$ cat src/rtl/alu_exec.sv
// Execute-stage ALU with a one-entry registered output and valid/ready handshakes.
// Define ALU_SERIAL_SHIFT_EN to use a 1-bit/cycle shifter FSM instead of a barrel shifter.
module alu_exec #(
   parameter int XLEN  = 32,
   parameter int TAG_W = 5
) (
   input  logic             clk,
   input  logic             rst_n,
   input  logic             in_valid,
   output logic             in_ready,
   input  logic [4:0]       in_alu_op,
   input  logic [XLEN-1:0]  in_a,
   input  logic [XLEN-1:0]  in_b,
   input  logic [TAG_W-1:0] in_tag,
   output logic             out_valid,
   input  logic             out_ready,
   output logic [XLEN-1:0]  out_result,
   output logic [TAG_W-1:0] out_tag,
   output logic             out_eq,
   output logic             out_lt,
   output logic             out_ltu
);

   localparam int SHW = $clog2(XLEN);

   logic             w_accept;
   logic [SHW-1:0]   w_shamt;
   logic             w_eq;
   logic             w_lt;
   logic             w_ltu;
   logic [XLEN-1:0]  w_result;

   logic             r_out_valid;
   logic [XLEN-1:0]  r_out_result;
   logic [TAG_W-1:0] r_out_tag;
   logic             r_out_eq;
   logic             r_out_lt;
   logic             r_out_ltu;

`ifdef ALU_SERIAL_SHIFT_EN
   localparam logic [0:0]     ST_IDLE  = 1'b0;
   localparam logic [0:0]     ST_SHIFT = 1'b1;
   localparam logic [SHW-1:0] CNT_ONE  = SHW'(1);

   logic [0:0]      r_state;
   logic [XLEN-1:0] r_work;
   logic [SHW-1:0]  r_cnt;
   logic            r_left;
   logic            r_arith;
   logic            w_is_shift;
   logic [XLEN-1:0] w_step;

   assign w_is_shift = in_alu_op[4] && (in_alu_op[1:0] == 2'b01);
   assign in_ready   = (r_state == ST_IDLE) && (!r_out_valid || out_ready);

   always_comb begin
      w_step = r_work;
      if (r_left)
         w_step = {r_work[XLEN-2:0], 1'b0};
      else
         w_step = {(r_arith & r_work[XLEN-1]), r_work[XLEN-1:1]};
   end
`else
   assign in_ready = !r_out_valid || out_ready;
`endif

   assign w_accept = in_valid && in_ready;
   assign w_shamt  = in_b[SHW-1:0];
   assign w_eq     = (in_a == in_b);
   assign w_lt     = ($signed(in_a) < $signed(in_b));
   assign w_ltu    = (in_a < in_b);

   always_comb begin
      w_result = in_b;
      if (in_alu_op[4]) begin
         case (in_alu_op[2:0])
            3'b000: w_result = in_alu_op[3] ? (in_a - in_b) : (in_a + in_b);
`ifdef ALU_SERIAL_SHIFT_EN
            // Only reached for shamt==0; nonzero shifts go through the FSM.
            3'b001: w_result = in_a;
            3'b101: w_result = in_a;
`else
            3'b001: w_result = in_a << w_shamt;
            3'b101: w_result = in_alu_op[3] ? $unsigned($signed(in_a) >>> w_shamt)
                                            : (in_a >> w_shamt);
`endif
            3'b010: w_result = {{(XLEN-1){1'b0}}, w_lt};
            3'b011: w_result = {{(XLEN-1){1'b0}}, w_ltu};
            3'b100: w_result = in_a ^ in_b;
            3'b110: w_result = in_a | in_b;
            3'b111: w_result = in_a & in_b;
         endcase
      end
   end

   always_ff @(posedge clk or negedge rst_n) begin
      if (!rst_n) begin
         r_out_valid  <= 1'b0;
         r_out_result <= '0;
         r_out_tag    <= '0;
         r_out_eq     <= 1'b0;
         r_out_lt     <= 1'b0;
         r_out_ltu    <= 1'b0;
`ifdef ALU_SERIAL_SHIFT_EN
         r_state      <= ST_IDLE;
         r_work       <= '0;
         r_cnt        <= '0;
         r_left       <= 1'b0;
         r_arith      <= 1'b0;
`endif
      end else begin
`ifdef ALU_SERIAL_SHIFT_EN
         if (r_state == ST_SHIFT) begin
            r_work <= w_step;
            r_cnt  <= r_cnt - CNT_ONE;
            if (r_cnt == CNT_ONE) begin
               r_out_result <= w_step;
               r_out_valid  <= 1'b1;
               r_state      <= ST_IDLE;
            end
         end else
`endif
         if (w_accept) begin
            r_out_tag <= in_tag;
            r_out_eq  <= w_eq;
            r_out_lt  <= w_lt;
            r_out_ltu <= w_ltu;
`ifdef ALU_SERIAL_SHIFT_EN
            // Tag/flags land now; result and valid follow when the count expires.
            if (w_is_shift && (w_shamt != '0)) begin
               r_state     <= ST_SHIFT;
               r_work      <= in_a;
               r_cnt       <= w_shamt;
               r_left      <= ~in_alu_op[2];
               r_arith     <= in_alu_op[3];
               r_out_valid <= 1'b0;
            end else
`endif
            begin
               r_out_result <= w_result;
               r_out_valid  <= 1'b1;
            end
         end else if (out_ready) begin
            r_out_valid <= 1'b0;
         end
      end
   end

   assign out_valid  = r_out_valid;
   assign out_result = r_out_result;
   assign out_tag    = r_out_tag;
   assign out_eq     = r_out_eq;
   assign out_lt     = r_out_lt;
   assign out_ltu    = r_out_ltu;

endmodule

$ cat config.mk
export PLATFORM = sky130hd
export DESIGN_NAME = alu_exec
export DESIGN_NICKNAME = d
export VERILOG_FILES = /design/src/rtl/alu_exec.sv
export SDC_FILE = /design/constraint.sdc
export NUM_CORES = 1
export LEC_CHECK = 0
export ABC_AREA = 1
export CAP_MARGIN = 25
export CORE_MARGIN = 5
export CORE_UTILIZATION = 45
export CTS_CLUSTER_DIAMETER = 120
export DETAILED_ROUTE_END_ITERATION = 6
export GPL_ROUTABILITY_DRIVEN = 0
export PLACE_DENSITY = 0.77
export SYNTH_ARGS = -nofsm -noshare
export SYNTH_HDL_FRONTEND = slang
export SYNTH_SLANG_ARGS = --single-unit
$ cat constraint.sdc
create_clock -name clk -period 1.37 [get_ports clk]
set_input_delay 0.137 -clock clk [delete_from_list [all_inputs] [get_ports clk]]
set_output_delay 0.137 -clock clk [all_outputs]
set_load 0.1 [all_outputs]
==> results of run 1 <==
[through the flow]
step / hold slack (ns) / setup WS, ns / std cells / instance area (um2) / utilization, %
2_1_floorplan: -0.1586 / -0.4871 / 2204 / 11650 / -
3_3_place_gp: 0.02121 / -1.456 / 2980 / 16450 / 65.72
3_5_place_dp: 0.01915 / -1.548 / 2980 / 16450 / 65.72
4_1_cts: 0.2435 / -0.3580 / 3051 / 19610 / 78.33
[what timing repair did]
| action | in CTS |
|---|---|
| endpoints found under the setup margin | 35 |
| hold endpoints to repair | 7 |
| gates resized for setup | 1041 |
| pin swaps | 251 |
| hold buffers | 1 |
| cloned | 4 |
| buffers inserted | 63 |
[cell families after synthesis]
| group | synth area share [%] |
|---|---|
| simple gates | 52.33 |
| buf+inv | 13.13 |
| compound gates | 14.28 |
| fa+ha+maj | 11.02 |
| flops | 9.016 |
| xor+xnor | 0.2309 |
[per-layer routing]
metal  track usage [%]  overflow
met5             66.26         5
met4             87.82       117
met3             81.08        31
met2             96.24       191
met1             84.73        19
==> impl_metrics.json, run 1 <==
{
  "place_hpwl_mm": 49.35,
  "synth.avg_cell_area_um2": 5.163,
  "synthTopCellsByCount": "nand2_1, nand3_1, inv_1",
  "die-height_um": 169.0,
  "status": "stopped before the end",
  "grt_max_degree": 54,
  "ys_seq_elements": 41,
  "start_util_pct": 45.45,
  "io_pins": 120,
  "overflow": 363,
  "netlist_area_um2": 11380,
  "synthFlopType": "dfrtp_1",
  "row_count": 58,
  "numCtsBuffers": 5,
  "stop_error": "[ERROR GRT-0232] Routing congestion too high. Check the congestion heatmap in the GUI.",
  "synthDistinctLibCells": 46,
  "synth_area_leader_cell": "nand2_1",
  "ys_seq_area_share_pct": 9.016,
  "synthCells": 2204,
  "yosys.cell_count.top_type": "nand2_1",
  "die_x_um": 169.0,
  "synth.top_cells.by_area": "nand2_1, nand3_1, ha_1",
  "synth_nets": 2381,
  "synth_top_cell_area_share_pct": 27.81,
  "htree_levels": 2,
  "synth-edff-count": 0,
  "cts_root_buffer": "clkbuf_16",
  "cts_num_sinks": 41,
  "port-buffer-count": 119,
  "async_flop_share_pct": 100.0,
  "ys_warn_count": 0,
  "grt_usage_pct": 87.11,
  "clk_path_buf_depth": 2,
  "failing_step": "5_1_grt"
}
==> inputs of run 2 (changes only) <==
- CORE_UTILIZATION: 45 -> 30
- CTS_CLUSTER_DIAMETER: 120 -> not set
- PLACE_DENSITY: 0.77 -> not set
- PLACE_DENSITY_LB_ADDON: not set -> 0.15
==> run 2 against run 1 <==
  * The flow now finishes, with violations (negative setup slack)
  * Synthesized area unchanged
  * Synthesized cell count did not move
==> impl_metrics.json, run 2 <==
{
  "status": "finished with violations",
  "start_util_pct": 30.28,
  "cts_tree": "yes",
  "async_flop_share_pct": 100.0,
  "yosys.cell_count.top_type": "nand2_1",
  "antenna_left": 0,
  "finalSetupViolations": 35,
  "use_met3_pct": 6.665,
  "grt_pass1_vias": 17250,
  "core_um2": 37580,
  "diodes": 0,
  "cp-start-kind": "primary input",
  "cts.reportedPaths.clkPinSlew_ns": 0.08,
  "crit_required_ns": 1.61,
  "p_leak_nw": 10.42,
  "grt.met1_usage_pct": 42.77,
  "grt_setup_unrepaired": "true",
  "wirelength_mm": 72.68,
  "fin_crit_sh_pct": 132.9,
  "finalHoldViolations": 0,
  "die-height_um": 204.8,
  "row_count": 71,
  "io_pins": 120,
  "synth.avg_cell_area_um2": 5.163,
  "syn2layout_area_growth_pct": 83.20,
  "cts_num_sinks": 41,
  "use_met2_pct": 48.93,
  "fin_ws_ns": -0.4506,
  "layout.cells.most_common_list": "nand2_1, buf_4, nand3_1",
  "final_common_cell": "nand2_1",
  "drc": 0,
  "critPathKind": "primary input to register",
  "synthDistinctLibCells": 46,
  "utilization_pct": 55.48,
  "crit_path_end_kind": "register",
  "fin_crit_ns": 1.821,
  "fmax_mhz": 549.3,
  "netlist_area_um2": 11380,
  "hold_path.class": "primary input to async pin",
  "synth.top_cells.by_area": "nand2_1, nand3_1, ha_1",
  "place_hpwl_mm": 56.81,
  "drt-initial-drc-count": 2371,
  "synth_nets": 2381,
  "synthTopCellsByCount": "nand2_1, nand3_1, inv_1",
  "ys_seq_area_share_pct": 9.016,
  "port-buffer-count": 119,
  "drive_above_1_share_pct": 48.34,
  "relSlewSlack_pct": 68.38,
  "worst_slew_pin_slew_ns": 0.4738,
  "antenna_found_initial": 1,
  "synth_top_cell_area_share_pct": 27.81,
  "maxSlewViolCount": 0,
  "largest_register_ffs": 32,
  "power_mw": 13.72,
  "synthCells": 2204,
  "clk_path_buf_depth": 2,
  "ys_seq_elements": 41,
  "max_cap_viol_count": 0,
  "wl_per_cell_um": 22.14,
  "die_x_um": 204.8,
  "critPathMaxFanout": 4,
  "regArea_um2": 1030,
  "num-fill-cells": 3590,
  "die_area_um2": 41930,
  "grt_max_degree": 42,
  "violations": "negative setup slack",
  "grt.busiest_layer": "met2",
  "crit_arrival_ns": 2.06,
  "rr_worst_depth": 7,
  "placed_cells": 3198,
  "grt_pass1_wl_mm": 105.3,
  "power_density_nw_per_um2": 658.3,
  "viasPerCell": 5.516,
  "numCtsBuffers": 5,
  "skew_ns": 0.01525,
  "fin_tns_setup_ns": -12.40,
  "clkLatencyLatePin_ns": 0.31,
  "firstDrtPassIters": 5,
  "cts_root_buffer": "clkbuf_16",
  "grt_usage_pct": 32.76,
  "overflow": 0,
  "peakVddDrop_uv": 805.6,
  "layout.nets": 2948,
  "synth_area_leader_cell": "nand2_1",
  "synth-edff-count": 0,
  "fin_hold_ws_ns": 0.2209,
  "ys_warn_count": 0,
  "multiInputGateArea_um2": 11760,
  "vias": 18110,
  "htree_levels": 2,
  "stdcell_count": 3283,
  "synthFlopType": "dfrtp_1"
}
-- run 2: power breakdown --
group	total, mW	switching [mW]	internal (mW)
sequential	1.67	0.265	1.41
clock	1.28	0.605	0.680
combinational	10.8	6.53	4.23
total	13.7	7.40	6.32
-- run 2: metrics by stage --
| step | instance area (um2) | setup slack (ns) |
|---|---|---|
| 5_1_grt | 20850 | -0.5087 |
| 2_1_floorplan | 11650 | -0.4871 |
| 4_1_cts | 19790 | -0.3818 |
| 3_3_place_gp | 16910 | -1.586 |
| 6_report | 20850 | -0.4506 |
| 3_5_place_dp | 16910 | -1.598 |
-- run 2: logic make-up after synthesis --
logic type	after synthesis	share of synthesized area, %
fa+ha+maj	99	11.02
compound gates	284	14.28
flops	41	9.016
buf+inv	362	13.13
simple gates	1415	52.33
xor+xnor	3	0.2309
-- run 2: area by class of cell --
class                   instances  share of cell area (%)
clock inverters                 2                 0.07202
inverters                     256                   5.059
repair buffers                666                   29.85
well taps                     511                   3.067
flip-flops and latches         41                   4.939
clock buffers                   6                  0.6182
multi-input cells            1801                   56.39
-- run 2: path summary, 6_finish.rpt --
kind	to	slack [ns]	from
setup / recovery	out_result[13]	-0.45	in_a[9]
hold / removal	out_result[29]	0.22	rst_n
setup reg to reg	out_result[15]	-0.06	out_valid
hold reg to reg	out_tag[0]	0.54	out_tag[0]
max in group asynchronous	out_result[10]	0.62	rst_n
min in group clk	out_result[22]	0.30	in_b[22]
-- run 2: worst max-delay path, stage by stage --
cell	delay [ns]
buf_6	0.10
buf_6	0.13
ha_1	0.26
nand2_1	0.12
nand2_1	0.11
nand2_1	0.11
nand2_1	0.07
a21oi_2	0.16
nand2_2	0.09
o21ai_1	0.14
buf_4	0.17
nor2_2	0.04
nor2_1	0.09
nand2_1	0.08
nand3_1	0.08
nand2_2	0.10
nand2_1	0.08
-- run 2: layer usage --
layer / up-vias / share of wire [%]
met4: 0 / 8.7
li1: 8277 / -
met2: 1193 / 42
met1: 8367 / 39
met5: - / 0
met3: 272 / 11
-- run 2: what timing repair did --
action                                  CTS  global route
endpoints found under the setup margin   35            35
hold buffers                              1             0
resized for setup                       971           269
cloned                                    0             2
setup buffers                            65            16
hold endpoints to repair                 26             0
pin swaps                               218           159
No activity file was read; power rests on OpenSTA's default activity.
==> inputs of run 3 (changes only) <==
--- a/config.mk
+++ b/config.mk
@@ -10,6 +10,6 @@
 export CORE_MARGIN = 5
-export CORE_UTILIZATION = 30
+export CORE_UTILIZATION = 60
 export DETAILED_ROUTE_END_ITERATION = 6
 export GPL_ROUTABILITY_DRIVEN = 0
-export PLACE_DENSITY_LB_ADDON = 0.15
+export PLACE_DENSITY_LB_ADDON = 0.08
 export SYNTH_ARGS = -nofsm -noshare
==> constraint.sdc (replaced) <==
create_clock -name clk -period 1.37 [get_ports clk]
set_input_delay 0.3425 -clock clk [delete_from_list [all_inputs] [get_ports clk]]
set_output_delay 0.3425 -clock clk [all_outputs]
set_load 0.1 [all_outputs]
==> run 3 against run 2 <==
  * The flow now stops in 4_1_cts
  * Synthesized cell count stayed put
  * Synthesized area unchanged
==> impl_metrics.json, run 3 <==
{
  "synth.avg_cell_area_um2": 5.163,
  "netlist_area_um2": 11380,
  "die_x_um": 147.7,
  "synthDistinctLibCells": 46,
  "start_util_pct": 60.84,
  "numCtsBuffers": 5,
  "synthTopCellsByCount": "nand2_1, nand3_1, inv_1",
  "ys_seq_elements": 41,
  "failing_step": "4_1_cts",
  "ys_warn_count": 0,
  "synth_nets": 2381,
  "port-buffer-count": 119,
  "synthCells": 2204,
  "synth_compound_area_share_pct": 14.28,
  "yosys.cell_count.top_type": "nand2_1",
  "cts_root_buffer": "clkbuf_16",
  "cts_num_sinks": 41,
  "stop_error": "[ERROR DPL-0038] Utilization greater than 100%, impossible to legalize",
  "ys_seq_area_share_pct": 9.016,
  "place_hpwl_mm": 50.14,
  "placed_cells": 2851,
  "synth-adder-area-share_pct": 11.02,
  "status": "stopped before the end",
  "placed_area_um2": 16150,
  "synth-edff-count": 0,
  "synth.top_cells.by_area": "nand2_1, nand3_1, ha_1",
  "postCtsHoldBufs": 0,
  "htree_levels": 2,
  "synth_xor_area_share_pct": 0.2309,
  "async_flop_share_pct": 100.0,
  "die-height_um": 147.7,
  "cts_resized": 1090,
  "synth_top_cell_area_share_pct": 27.81,
  "post_cts_buffers": 62,
  "row_count": 50,
  "clk_path_buf_depth": 2,
  "synthFlopType": "dfrtp_1",
  "muxShareOfSynthArea_pct": 0,
  "synth_top_family_by_area": "simple AND/OR/NAND/NOR gates",
  "yosys.area_share.simple_pct": 52.33,
  "synth_area_leader_cell": "nand2_1",
  "io_pins": 120
}
[run 3: cells by family after synthesis]
family | Yosys count
fa+ha+maj | 99
flops | 41
simple gates | 1415
buf+inv | 362
compound gates | 284
xor+xnor | 3
[run 3: stage by stage]
stage                     TNS (ns)  worst slack (ns)  hold slack (ns)  util, %
after floorplan             -20.13           -0.6969          0.04691        -
after global placement      -50.78            -1.686           0.3308    86.33
after detailed placement    -54.68            -1.726           0.3314    86.33
